$ cat config.mk
export PLATFORM = sky130hd
export DESIGN_NAME = fir_mac_sequencer
export DESIGN_NICKNAME = d
export VERILOG_FILES = /design/src/rtl/fir_mac_sequencer.sv
export SDC_FILE = /design/constraint.sdc
export NUM_CORES = 1
export LEC_CHECK = 0
export ABC_AREA = 1
export ABC_CLOCK_PERIOD_IN_PS = 8100
export CAP_MARGIN = 0
export CORE_ASPECT_RATIO = 1.75
export CORE_UTILIZATION = 47
export DETAILED_ROUTE_END_ITERATION = 7
export GPL_TIMING_DRIVEN = 0
export PLACE_DENSITY = 0.67
export REMOVE_ABC_BUFFERS = 1
export SLEW_MARGIN = 15
export SYNTH_ARGS = -nofsm -noshare
export SYNTH_HDL_FRONTEND = slang
export SYNTH_SLANG_ARGS = --single-unit
$ cat constraint.sdc
create_clock -name clk -period 8.1 [get_ports clk]
set_input_delay 0.81 -clock clk [delete_from_list [all_inputs] [get_ports clk]]
set_output_delay 0.81 -clock clk [all_outputs]
set_load 0.05 [all_outputs]
$ cat src/rtl/fir_mac_sequencer.sv
// FIR multiply-accumulate sequencer.
// Walks an external combinational saturating-MAC ALU through TAPS steps per
// accepted sample. This block holds the sample delay line, the coefficient
// registers, the running accumulator and the in/out handshakes.

`ifndef ALU_NOP
`define ALU_NOP 8'h00
`endif
`ifndef ALU_MAC
`define ALU_MAC 8'h01
`endif

module fir_mac_sequencer #(
    parameter int N    = 16,
    parameter int TAPS = 8,
    parameter int AW   = 3,
    parameter int O    = 8
) (
    input  logic          clk,
    input  logic          rst,
    input  logic          in_valid,
    input  logic [N-1:0]  in_data,
    output logic          in_ready,
    output logic          out_valid,
    output logic [N-1:0]  out_data,
    input  logic          out_ready,
    input  logic          coef_we,
    input  logic [AW-1:0] coef_addr,
    input  logic [N-1:0]  coef_data,
    output logic          busy,
    output logic [O-1:0]  alu_opcode,
    output logic [N-1:0]  alu_a,
    output logic [N-1:0]  alu_b,
    output logic [N-1:0]  alu_c,
    input  logic [N-1:0]  alu_out
);

    typedef enum logic [1:0] {StIdle, StMac, StOut} state_e;

    state_e        state_q, state_d;
    logic [N-1:0]  x_q    [TAPS];
    logic [N-1:0]  coef_q [TAPS];
    logic [N-1:0]  acc_q;
    logic [N-1:0]  out_data_q;
    logic [AW-1:0] idx_q;

    logic take_sample;
    logic coef_write;
    logic last_tap;

    // A sample in the same IDLE cycle beats a coefficient write; the write is dropped.
    assign take_sample = (state_q == StIdle) && in_valid;
    assign coef_write  = (state_q == StIdle) && !in_valid && coef_we &&
                         (32'(coef_addr) < 32'(TAPS));
    assign last_tap    = (idx_q == AW'(TAPS - 1));

    // State register.
    always_ff @(posedge clk) begin
        if (rst) begin
            state_q <= StIdle;
        end else begin
            state_q <= state_d;
        end
    end

    // Next-state logic: IDLE -> MAC (TAPS cycles) -> OUT -> IDLE.
    always_comb begin
        state_d = state_q;
        unique case (state_q)
            StIdle:  if (in_valid) state_d = StMac;
            StMac:   if (last_tap) state_d = StOut;
            StOut:   if (out_ready) state_d = StIdle;
            default: state_d = StIdle;
        endcase
    end

    // Datapath: delay line shift, tap index, running accumulator and result capture.
    always_ff @(posedge clk) begin
        if (rst) begin
            for (int k = 0; k < TAPS; k++) begin
                x_q[k] <= '0;
            end
            acc_q      <= '0;
            idx_q      <= '0;
            out_data_q <= '0;
        end else begin
            if (take_sample) begin
                for (int k = TAPS - 1; k > 0; k--) begin
                    x_q[k] <= x_q[k-1];
                end
                x_q[0] <= in_data;
                acc_q  <= '0;
                idx_q  <= '0;
            end else if (state_q == StMac) begin
                // The ALU already clamps each partial sum, so acc stays N bits wide.
                acc_q <= alu_out;
                idx_q <= last_tap ? '0 : idx_q + AW'(1);
                if (last_tap) begin
                    out_data_q <= alu_out;
                end
            end
        end
    end

    // Coefficient register file, writable only from an idle, sample-free cycle.
    always_ff @(posedge clk) begin
        if (rst) begin
            for (int k = 0; k < TAPS; k++) begin
                coef_q[k] <= '0;
            end
        end else if (coef_write) begin
            coef_q[coef_addr] <= coef_data;
        end
    end

    // Output decode: handshakes, busy and ALU drive from the current state.
    always_comb begin
        in_ready   = 1'b0;
        busy       = 1'b1;
        out_valid  = 1'b0;
        alu_opcode = O'(`ALU_NOP);
        alu_a      = '0;
        alu_b      = '0;
        alu_c      = '0;
        unique case (state_q)
            StIdle: begin
                in_ready = 1'b1;
                busy     = 1'b0;
            end
            StMac: begin
                alu_opcode = O'(`ALU_MAC);
                alu_a      = x_q[idx_q];
                alu_b      = coef_q[idx_q];
                alu_c      = acc_q;
            end
            StOut: begin
                out_valid = 1'b1;
            end
            default: begin
                busy = 1'b0;
            end
        endcase
    end

    assign out_data = out_data_q;

endmodule

# Word-level counts from Yosys, hierarchy flattened
# Memories as Yosys holds them, arrays and structs flattened. A register that Yosys moved wholly into a read port is not among the register bits.
# Cells that the tools add are included.
classes:
  mux: 35
  reduce_logical: 10
  bitwise: 9
  n_addsub: 1
  n_eq_ne: 6
ops:
  columns: ["op", "n"]
  rows:
  - ["$mux 16", 12]
  - ["$mux 3", 6]
  - ["$reduce_or 16->1", 1]
  - ["$mux 1", 13]
  - ["$or 1x1->1", 8]
  - ["$mux 2", 3]
  - ["$ne 2x2->1 const B", 3]
  - ["$pmux 2 s3", 1]
  - ["$reduce_and 3->1", 2]
  - ["$reduce_or 2->1", 2]
  - ["$add 3x1->3 const B", 1]
  - ["$eq 3x3->1 const B", 1]
  - ["$logic_and 1x1->1", 3]
  - ["$eq 2x1->1 const B", 1]
  - ["$eq 2x2->1 const B", 1]
  - ["$logic_not 2->1", 1]
  - ["$logic_not 1->1", 1]
  - ["$not 1->1", 1]
totals:
  register_bits: 37
  ramBits: 256
  output_inout_bits: 75
  mem_count: 2
memory_table:
  columns: ["memory", "depth", "width", "rd", "rd_ports_with_merged_regs", "write_ports", "line_no", "source"]
  rows:
  - ["coef_q", 8, 16, 1, 1, 8, "42", "logic [N-1:0] coef_q [TAPS];"]
  - ["x_q", 8, 16, 8, 1, 8, "41", "logic [N-1:0] x_q [TAPS];"]

# Depth between registers and ports, before layout
# Gate-level depths: netlist of run 1.
logic_depth:
  ltp_word: 8
  depth_mapped: 8
  depth_no_buf: 8

# Worst setup path before layout of run 1
# OpenSTA, ideal clock, no wires.
synth_path:
  path_type: "flip-flop to flip-flop"
  start: "reg state_q[0]"
  end: "mem x_q[0][0] (enable)"
  n_path_buf: 1
  period_less_slack_ns: 5.431
  stages_incl_launch_ff: 6
  setup_ns: 0.544
  arrival_ns: 4.887
  t_required_ns: 7.556
  path_slack_ns: 2.669
  cell_sequence: "dfxtp_1 > inv_1 > ha_1 > a21oi_1 > inv_1 > clkbuf_1"
synth_lines:
  columns: ["item", "line_no", "source"]
  rows:
  - ["start, declared", "40", "state_e state_q, state_d;"]
  - ["start signal, assigned", "60", "state_q <= StIdle;"]
  - ["start signal, assigned", "62", "state_q <= state_d;"]
  - ["end, declared", "41", null]

==> impl_metrics.prom, run 1 <==
# TYPE chip_impl_metric gauge
chip_impl_info{name="status",value="completed"} 1
chip_impl_info{name="cp_endpoint_kind",value="primary output"} 1
chip_impl_info{name="clk_root_buffer_cell",value="clkbuf_16"} 1
chip_impl_metric{name="yosysWarnings",unit=""} 0
chip_impl_metric{name="clk_pin_slew",unit="ps"} 60
chip_impl_metric{name="num_rows",unit=""} 83
chip_impl_info{name="netlist.top_cell.by_area",value="edfxtp_1"} 1
chip_impl_metric{name="placement.setup.worst_slack",unit="ps"} 4245
chip_impl_info{name="crit_family",value="buffers and inverters"} 1
chip_impl_metric{name="layout_worst_path_cycle_share",unit="%"} 53.73
chip_impl_metric{name="initial_core_util",unit="%"} 48.18
chip_impl_metric{name="route.detailed.vias_per_inst",unit=""} 4.928
chip_impl_metric{name="boundaryPins",unit=""} 131
chip_impl_metric{name="cts_max_level",unit=""} 1
chip_impl_metric{name="irDropWorstVdd",unit="uV"} 187.1
chip_impl_metric{name="n_fill_cell",unit=""} 2663
chip_impl_metric{name="wire_length_of_the_first_global_routing_pass",unit="mm"} 51.45
chip_impl_metric{name="die_width",unit="um"} 133.4
chip_impl_metric{name="total_power",unit="mW"} 3.578
chip_impl_metric{name="cts_repair_resize_count",unit=""} 0
chip_impl_info{name="critPathSlowestCell",value="clkdlybuf4s50_1"} 1
chip_impl_info{name="rsz0062_at_grt",value="no"} 1
chip_impl_info{name="critical_path.most_common_cell",value="buf_16"} 1
chip_impl_metric{name="drt_first_pass_iters",unit=""} 5
chip_impl_metric{name="drive_above_1_share",unit="%"} 4.183
chip_impl_metric{name="p_int",unit="mW"} 2.621
chip_impl_metric{name="io_buf_count",unit=""} 123
chip_impl_metric{name="design.die.area",unit="mm2"} 0.03096
chip_impl_metric{name="cts_sinks",unit=""} 296
chip_impl_metric{name="ys_seq_elements",unit=""} 296
chip_impl_metric{name="cts_hold_buffers",unit=""} 0
chip_impl_metric{name="crit_fanout",unit=""} 72
chip_impl_metric{name="fmax",unit="MHz"} 229.8
chip_impl_metric{name="synth_cell_type_count",unit=""} 24
chip_impl_metric{name="finalWirelength",unit="mm"} 31.93
chip_impl_info{name="yosysMostFrequentCell",value="nand2_1"} 1
chip_impl_info{name="cts_tree",value="yes"} 1
chip_impl_metric{name="parity_gate_share_of_the_synthesized_area_counting_xor_and_xnor_cells",unit="%"} 0
chip_impl_metric{name="weighted_congestion_at_the_end_of_routability_driven_global_placement",unit=""} 0.7343
chip_impl_metric{name="grt_antenna_before_repair",unit=""} 0
chip_impl_metric{name="cp_data_arrival_time",unit="ps"} 3540
chip_impl_metric{name="dpl.hpwl",unit="mm"} 18.97
chip_impl_metric{name="cts_made_buffers",unit=""} 28
chip_impl_metric{name="number_of_enable_flip_flop_cells_after_synthesis",unit=""} 256
chip_impl_info{name="synth_top_cells_by_area",value="edfxtp_1, nand2_1, nor2_1"} 1
chip_impl_metric{name="synthSimpleGateAreaFrac",unit="%"} 26.29
chip_impl_metric{name="critical_path_buf_inv_count",unit=""} 5
chip_impl_metric{name="count_of_final_hold_check_violations",unit=""} 0
chip_impl_metric{name="max_stage_delay",unit="ps"} 850
chip_impl_info{name="synth-main-ff-cell",value="edfxtp_1"} 1
chip_impl_metric{name="sequentialPowerShare",unit="%"} 50.0
chip_impl_metric{name="global_route.usage.total",unit="%"} 20.95
chip_impl_metric{name="post-cts-setup-buffer-count",unit=""} 0
chip_impl_metric{name="power.switching",unit="mW"} 0.9579
chip_impl_metric{name="fin_worst_skew",unit="ps"} 8.710
chip_impl_metric{name="synth.top_cell.area_share",unit="%"} 54.09
chip_impl_metric{name="gate_count_post_synth",unit=""} 1673
chip_impl_metric{name="syn-mean-instance-area",unit="um2"} 8.494
chip_impl_metric{name="synthArstFlopShare",unit="%"} 0
chip_impl_info{name="hold_path.class",value="reg -> reg"} 1
chip_impl_metric{name="number_of_global_route_vias_before_repair",unit=""} 10510
chip_impl_metric{name="multiInputGateArea",unit="mm2"} 0.004068
chip_impl_metric{name="drcViolationCount",unit=""} 0
chip_impl_metric{name="seqCellArea",unit="mm2"} 0.008499
chip_impl_metric{name="fp.coreArea",unit="mm2"} 0.02949
chip_impl_metric{name="max-clock-path-buffers",unit=""} 3
chip_impl_metric{name="clock_insertion_delay_worst_skew",unit="ps"} 540
chip_impl_info{name="yosys-top-cells-count",value="nand2_1, nor2_1, inv_1"} 1
chip_impl_metric{name="fin_setup_tns",unit="ps"} 0
chip_impl_metric{name="setup_violations",unit=""} 0
chip_impl_info{name="worstPathCellList",value="buf_16 -> buf_16 -> inv_6 -> buf_16 -> nand2_1 -> nand3_1 -> nand3_1 -> nand2_1 -> nor2_1 -> clkdlybuf4s50_1"} 1
chip_impl_metric{name="slew_headroom",unit="%"} 32.54
chip_impl_info{name="timing.setup.critical_path_class",value="reg -> out"} 1
chip_impl_info{name="start_kind",value="register"} 1
chip_impl_metric{name="wl_per_cell",unit="um"} 14.84
chip_impl_metric{name="final.hold.worst_slack",unit="ps"} 458.6
chip_impl_metric{name="cp.required",unit="ps"} 7290
chip_impl_info{name="combinational_family_with_the_most_area_after_synthesis",value="simple AND/OR/NAND/NOR gates"} 1
chip_impl_metric{name="drt_iter0_markers",unit=""} 636
chip_impl_metric{name="switching_share",unit="%"} 26.77
chip_impl_metric{name="layout_setup_ws",unit="ps"} 3748
chip_impl_metric{name="floorplan.die.height",unit="um"} 232.0
chip_impl_metric{name="power_per_cell_area",unit="mW/mm2"} 215.8
chip_impl_metric{name="worst_slew_pin_slew",unit="ps"} 1009
chip_impl_metric{name="diodes",unit=""} 0
chip_impl_metric{name="syn2layout_area_growth",unit="%"} 16.67
chip_impl_metric{name="slew_violations",unit=""} 0
chip_impl_metric{name="route.vias.total",unit=""} 10600
chip_impl_metric{name="synth_adder_area_share",unit="%"} 0.6163
chip_impl_metric{name="power.leakage",unit="nW"} 7.368
chip_impl_metric{name="clkPwrFrac",unit="%"} 34.7
chip_impl_metric{name="synth.area.mux_share",unit="%"} 0
chip_impl_metric{name="post-route-min-period",unit="ps"} 4352
chip_impl_metric{name="grt_start_max_net_pins",unit=""} 82
chip_impl_metric{name="num-nets-final",unit=""} 1811
chip_impl_metric{name="synth_cell_area",unit="mm2"} 0.01421
chip_impl_metric{name="synth-seq-area-share",unit="%"} 59.73
chip_impl_metric{name="overflow",unit=""} 0
chip_impl_metric{name="synthesized_area_fraction_occupied_by_ao_oa_aoi_and_oai_cells",unit="%"} 1.356
chip_impl_metric{name="drv_cap",unit=""} 0
chip_impl_metric{name="power.share.combinational",unit="%"} 15.3
chip_impl_metric{name="ant_nets",unit=""} 0
[logic make-up after synthesis]
family                   Yosys count
adder cells (fa/ha/maj)            7
other                              1
AO/OA/AOI/OAI                     38
buffers and inverters            412
flip-flops                       296
AND/OR/NAND/NOR                  919
[area by class of cell]
type,count,area share (%)
multi-input cells,971,24.53
repair buffers,132,8.829
clock inverters,8,0.2566
flip-flops and latches,296,51.26
clock buffers,43,4.920
inverters,319,7.313
well taps,382,2.883
[sequential cells by signal, indices dropped and copies added, names as in the netlist, named ones only]
signal / flops
x_q: 128
coef_q: 128
acc_q: 16
idx_q: 3
out_data: 16
state_q: 2
[placed cells by master (no fill, tap or decap), types with 4 or more instances in the layout]
master           count
a21oi_1             21
buf_16               7
clkbuf_1             5
clkbuf_16           29
clkbuf_2             6
clkdlybuf4s50_1    123
clkinv_2             5
conb_1               7
dfxtp_1             37
edfxtp_1           256
ha_1                 6
inv_1              314
nand2_1            388
nand2_2              4
nand2_4              4
nand3_1            161
nor2_1             357
o21ai_0             16
[worst paths after layout]
path / slack, ps / start / endpoint / cells past startpoint
min: 460 / acc_q[3] / acc_q[3] / 2
min reg2reg: 460 / acc_q[3] / acc_q[3] / 2
max: 3750 / register / alu_a[8] / 10
max reg2reg: 5240 / state_q[1] / coef_q[3][0] / 6
[power groups by stage]
stage	Combinational, mW	Clock, mW	Sequential [mW]
2_1_floorplan	0.369	0	1.83
3_3_place_gp	0.535	0	1.85
3_5_place_dp	0.551	0	1.82
4_1_cts	0.554	1.27	1.79
5_1_grt	0.609	1.32	1.80
6_report	0.547	1.24	1.79
[worst reg2reg max path, cell delays in order, from the launching register on]
cell	delay (ps)
dfxtp_1	320
inv_1	160
ha_1	360
nand4_4	190
nor2_4	200
nand2_2	360
nand2_1	880
[through the flow]
stage | utilization, % | std cells | instance area (um2)
6_report | 56.22 | 2151 | 16580
5_1_grt | 56.22 | 2151 | 16580
4_1_cts | 56.22 | 2151 | 16580
3_5_place_dp | 53.30 | 2100 | 15720
3_3_place_gp | 52.34 | 2091 | 15440
2_1_floorplan | - | 1586 | 13730
[per-layer routing]
layer | part of all wire [%] | wire [um] | global-route usage (%) | up-vias
met5 | 0 | 0 | 0 | -
met4 | 2.9 | 931 | 8.345 | 0
met3 | 5.7 | 1821 | 3.602 | 58
met2 | 53 | 16960 | 39.53 | 274
met1 | 38 | 12210 | 22.90 | 5017
li1 | - | - | - | 5251
No activity file was read; power rests on OpenSTA's default activity.
==> run 2: changes to the inputs <==
--- a/config.mk
+++ b/config.mk
@@ -6,13 +6,13 @@
 export NUM_CORES = 1
 export LEC_CHECK = 0
 export ABC_AREA = 1
-export ABC_CLOCK_PERIOD_IN_PS = 8100
+export ABC_CLOCK_PERIOD_IN_PS = 3650
 export CAP_MARGIN = 0
 export CORE_ASPECT_RATIO = 1.75
 export CORE_UTILIZATION = 47
 export DETAILED_ROUTE_END_ITERATION = 7
 export GPL_TIMING_DRIVEN = 0
-export PLACE_DENSITY = 0.67
+export PLACE_DENSITY = 0.7
 export REMOVE_ABC_BUFFERS = 1
 export SLEW_MARGIN = 15
 export SYNTH_ARGS = -nofsm -noshare
==> constraint.sdc (replaced) <==
create_clock -name clk -period 3.65 [get_ports clk]
set_input_delay 0.365 -clock clk [delete_from_list [all_inputs] [get_ports clk]]
set_output_delay 0.365 -clock clk [all_outputs]
set_load 0.05 [all_outputs]
==> run 2 against run 1 <==
Effect of this change:
- utilization up 0.26 points
- total power grew 130%
- clock-buffer cell count shrank 4
- critical endpoint is now alu_b[12]
- clock power increased by 140%
- first-iteration DRC count grew 33%
- global-route usage is 0.066 points lower
- non-clock buffer count grew 1
- largest cell class unchanged
- final area up 0.46%
- via count rose by 1.3%
- register-to-register slack got worse by 4400 ps
==> impl_metrics.prom, run 2 (synthesis results as in run 1) <==
# TYPE chip_impl_metric gauge
chip_impl_info{name="status",value="completed"} 1
chip_impl_metric{name="clk_pin_slew",unit="ps"} 60
chip_impl_metric{name="cp_data_arrival_time",unit="ps"} 3140
chip_impl_info{name="cp_endpoint_kind",value="primary output"} 1
chip_impl_metric{name="n_fill_cell",unit=""} 2589
chip_impl_info{name="timing.setup.critical_path_class",value="reg -> out"} 1
chip_impl_info{name="clk_root_buffer_cell",value="clkbuf_16"} 1
chip_impl_metric{name="number_of_global_route_vias_before_repair",unit=""} 10700
chip_impl_info{name="layout.cells.most_common_list",value="nand2_1, nor2_1, inv_1"} 1
chip_impl_metric{name="cts_made_buffers",unit=""} 28
chip_impl_metric{name="gr-usage-met1",unit="%"} 22.37
chip_impl_metric{name="fp.coreArea",unit="mm2"} 0.02949
chip_impl_metric{name="overflow",unit=""} 0
chip_impl_metric{name="grt_antenna_before_repair",unit=""} 0
chip_impl_metric{name="dpl.hpwl",unit="mm"} 18.80
chip_impl_info{name="grt_most_used_layer",value="met2"} 1
chip_impl_metric{name="slew_violations",unit=""} 0
chip_impl_metric{name="layout_setup_ws",unit="ps"} 142.0
chip_impl_metric{name="boundaryPins",unit=""} 131
chip_impl_info{name="hold_path.class",value="in -> reg"} 1
chip_impl_metric{name="route.detailed.vias_per_inst",unit=""} 4.986
chip_impl_metric{name="globalRouteMet2Util",unit="%"} 39.45
chip_impl_metric{name="worst_slew_pin_slew",unit="ps"} 991.1
chip_impl_metric{name="layout_worst_path_cycle_share",unit="%"} 96.11
chip_impl_metric{name="cts_max_level",unit=""} 1
chip_impl_metric{name="crit_fanout",unit=""} 77
chip_impl_metric{name="num_rows",unit=""} 83
chip_impl_metric{name="ant_nets",unit=""} 0
chip_impl_metric{name="global_route.usage.met3",unit="%"} 3.689
chip_impl_metric{name="route.vias.total",unit=""} 10730
chip_impl_metric{name="initial_core_util",unit="%"} 48.18
chip_impl_metric{name="diodes",unit=""} 0
chip_impl_metric{name="clock_insertion_delay_worst_skew",unit="ps"} 560
chip_impl_info{name="layout_top_registers",value="coef_q: 128 flops, x_q: 128 flops"} 1
chip_impl_metric{name="cts_hold_buffers",unit=""} 0
chip_impl_metric{name="irDropWorstVdd",unit="uV"} 333.5
chip_impl_metric{name="drt_iter0_markers",unit=""} 848
chip_impl_metric{name="design.die.area",unit="mm2"} 0.03096
chip_impl_metric{name="placement.setup.worst_slack",unit="ps"} 125.3
chip_impl_metric{name="syn2layout_area_growth",unit="%"} 17.20
chip_impl_metric{name="final_core_utilization",unit="%"} 56.47
chip_impl_metric{name="die_width",unit="um"} 133.4
chip_impl_metric{name="setup_violations",unit=""} 0
chip_impl_metric{name="reg2reg_slack",unit="ps"} 840
chip_impl_metric{name="drive_above_1_share",unit="%"} 4.065
chip_impl_metric{name="cp.required",unit="ps"} 3280
chip_impl_info{name="worstPathCellList",value="buf_16 -> inv_6 -> buf_16 -> nand2_1 -> nand3_1 -> nand3_1 -> nand2_1 -> nor2_1 -> dlygate4sd2_1"} 1
chip_impl_metric{name="max_stage_delay",unit="ps"} 580
chip_impl_metric{name="drcViolationCount",unit=""} 0
chip_impl_metric{name="cts_sinks",unit=""} 296
chip_impl_metric{name="fin_worst_skew",unit="ps"} 6.639
chip_impl_metric{name="max-clock-path-buffers",unit=""} 3
chip_impl_info{name="rsz0062_at_grt",value="no"} 1
chip_impl_metric{name="power_per_cell_area",unit="mW/mm2"} 493.1
chip_impl_metric{name="num-nets-final",unit=""} 1812
chip_impl_metric{name="wire_length_of_the_first_global_routing_pass",unit="mm"} 51.16
chip_impl_metric{name="io_buf_count",unit=""} 123
chip_impl_metric{name="count_of_final_hold_check_violations",unit=""} 0
chip_impl_metric{name="finalWirelength",unit="mm"} 32.30
chip_impl_info{name="cts_tree",value="yes"} 1
chip_impl_metric{name="floorplan.die.height",unit="um"} 232.0
chip_impl_info{name="layout_commonest_cell",value="nand2_1"} 1
chip_impl_metric{name="weighted_congestion_at_the_end_of_routability_driven_global_placement",unit=""} 0.7461
chip_impl_metric{name="wl_per_cell",unit="um"} 15.00
chip_impl_metric{name="drt_first_pass_iters",unit=""} 5
chip_impl_metric{name="post-route-min-period",unit="ps"} 3508
chip_impl_metric{name="grt_start_max_net_pins",unit=""} 78
chip_impl_metric{name="slew_headroom",unit="%"} 33.76
chip_impl_metric{name="fmax",unit="MHz"} 285.1
chip_impl_metric{name="power.leakage",unit="nW"} 7.491
chip_impl_metric{name="global_route.usage.total",unit="%"} 20.88
chip_impl_info{name="start_kind",value="register"} 1
chip_impl_metric{name="drv_cap",unit=""} 0
chip_impl_info{name="critPathSlowestCell",value="dfxtp_4"} 1
==> run 2: layout make-up <==
type                       count  area (um2)  area share, %
multi-input combinational    971        4068          24.42
clock buffer                  39       803.3          4.823
inverter                     319        1215          7.294
tap                          382       478.0          2.870
sequential                   296        8499          51.03
clock inverter                13       150.1         0.9014
timing repair buffer         133        1443          8.661
==> run 2: what timing repair did <==
| action | 4_1_cts | 5_1_grt |
|---|---|---|
| setup buffers | 1 | 1 |
| pin swaps | 0 | 0 |
| endpoints found under the setup margin | 32 | 26 |
| gates resized for setup | 21 | 1 |
==> run 2: worst max-delay path, delay by kind of cell, from the launching register on <==
kind                   cells  cell delay [ps]
buffers and inverters      4             1410
flip-flops                 1              580
AND/OR/NAND/NOR            5              530
==> run 2: per-layer routing <==
layer  vias up  share of wire, %  wire (um)
met2       347                52      16850
met4         0               3.2       1042
met1      5071                38      12210
met5         -                 0          0
met3        63               6.8       2201
li1       5253                 -          -
==> run 2: worst paths after layout <==
path                            cells after the start       endpoint       start
worst max register to register                      6  coef_q[3][10]  state_q[1]
worst max-delay path                                9      alu_b[12]    register
worst min-delay path                                3       acc_q[7]  alu_out[7]
worst min register to register                      2       acc_q[7]    acc_q[7]
==> run 2: per-stage QoR <==
step | TNS, ps | std cells | hold WS [ps] | power [mW] | instance area (um2)
global placement | -781240 | 2091 | 448.3 | 5.283 | 15440
floorplan | -221210 | 1586 | 434.1 | 4.880 | 13730
CTS | 0 | 2152 | 368.2 | 8.238 | 16630
detailed placement | 0 | 2099 | 455.3 | 5.252 | 15680
global route | 0 | 2153 | 411.7 | 8.505 | 16660
finish | 0 | 2153 | 389.0 | 8.213 | 16660
==> run 2: report_power, final <==
group	internal [mW]	total, mW	switching [mW]
Sequential	3.90	3.98	0.0729
Clock	1.75	3.03	1.28
Combinational	0.361	1.21	0.845
Total	6.02	8.21	2.20
==> run 3: changes to the inputs <==
--- a/config.mk
+++ b/config.mk
@@ -7,7 +7,6 @@
 export LEC_CHECK = 0
 export ABC_AREA = 1
 export ABC_CLOCK_PERIOD_IN_PS = 3650
-export CAP_MARGIN = 0
 export CORE_ASPECT_RATIO = 1.75
 export CORE_UTILIZATION = 47
 export DETAILED_ROUTE_END_ITERATION = 7
==> results of run 3 <==
No change in the layout: final DEF, timing and power equal those of run 2.
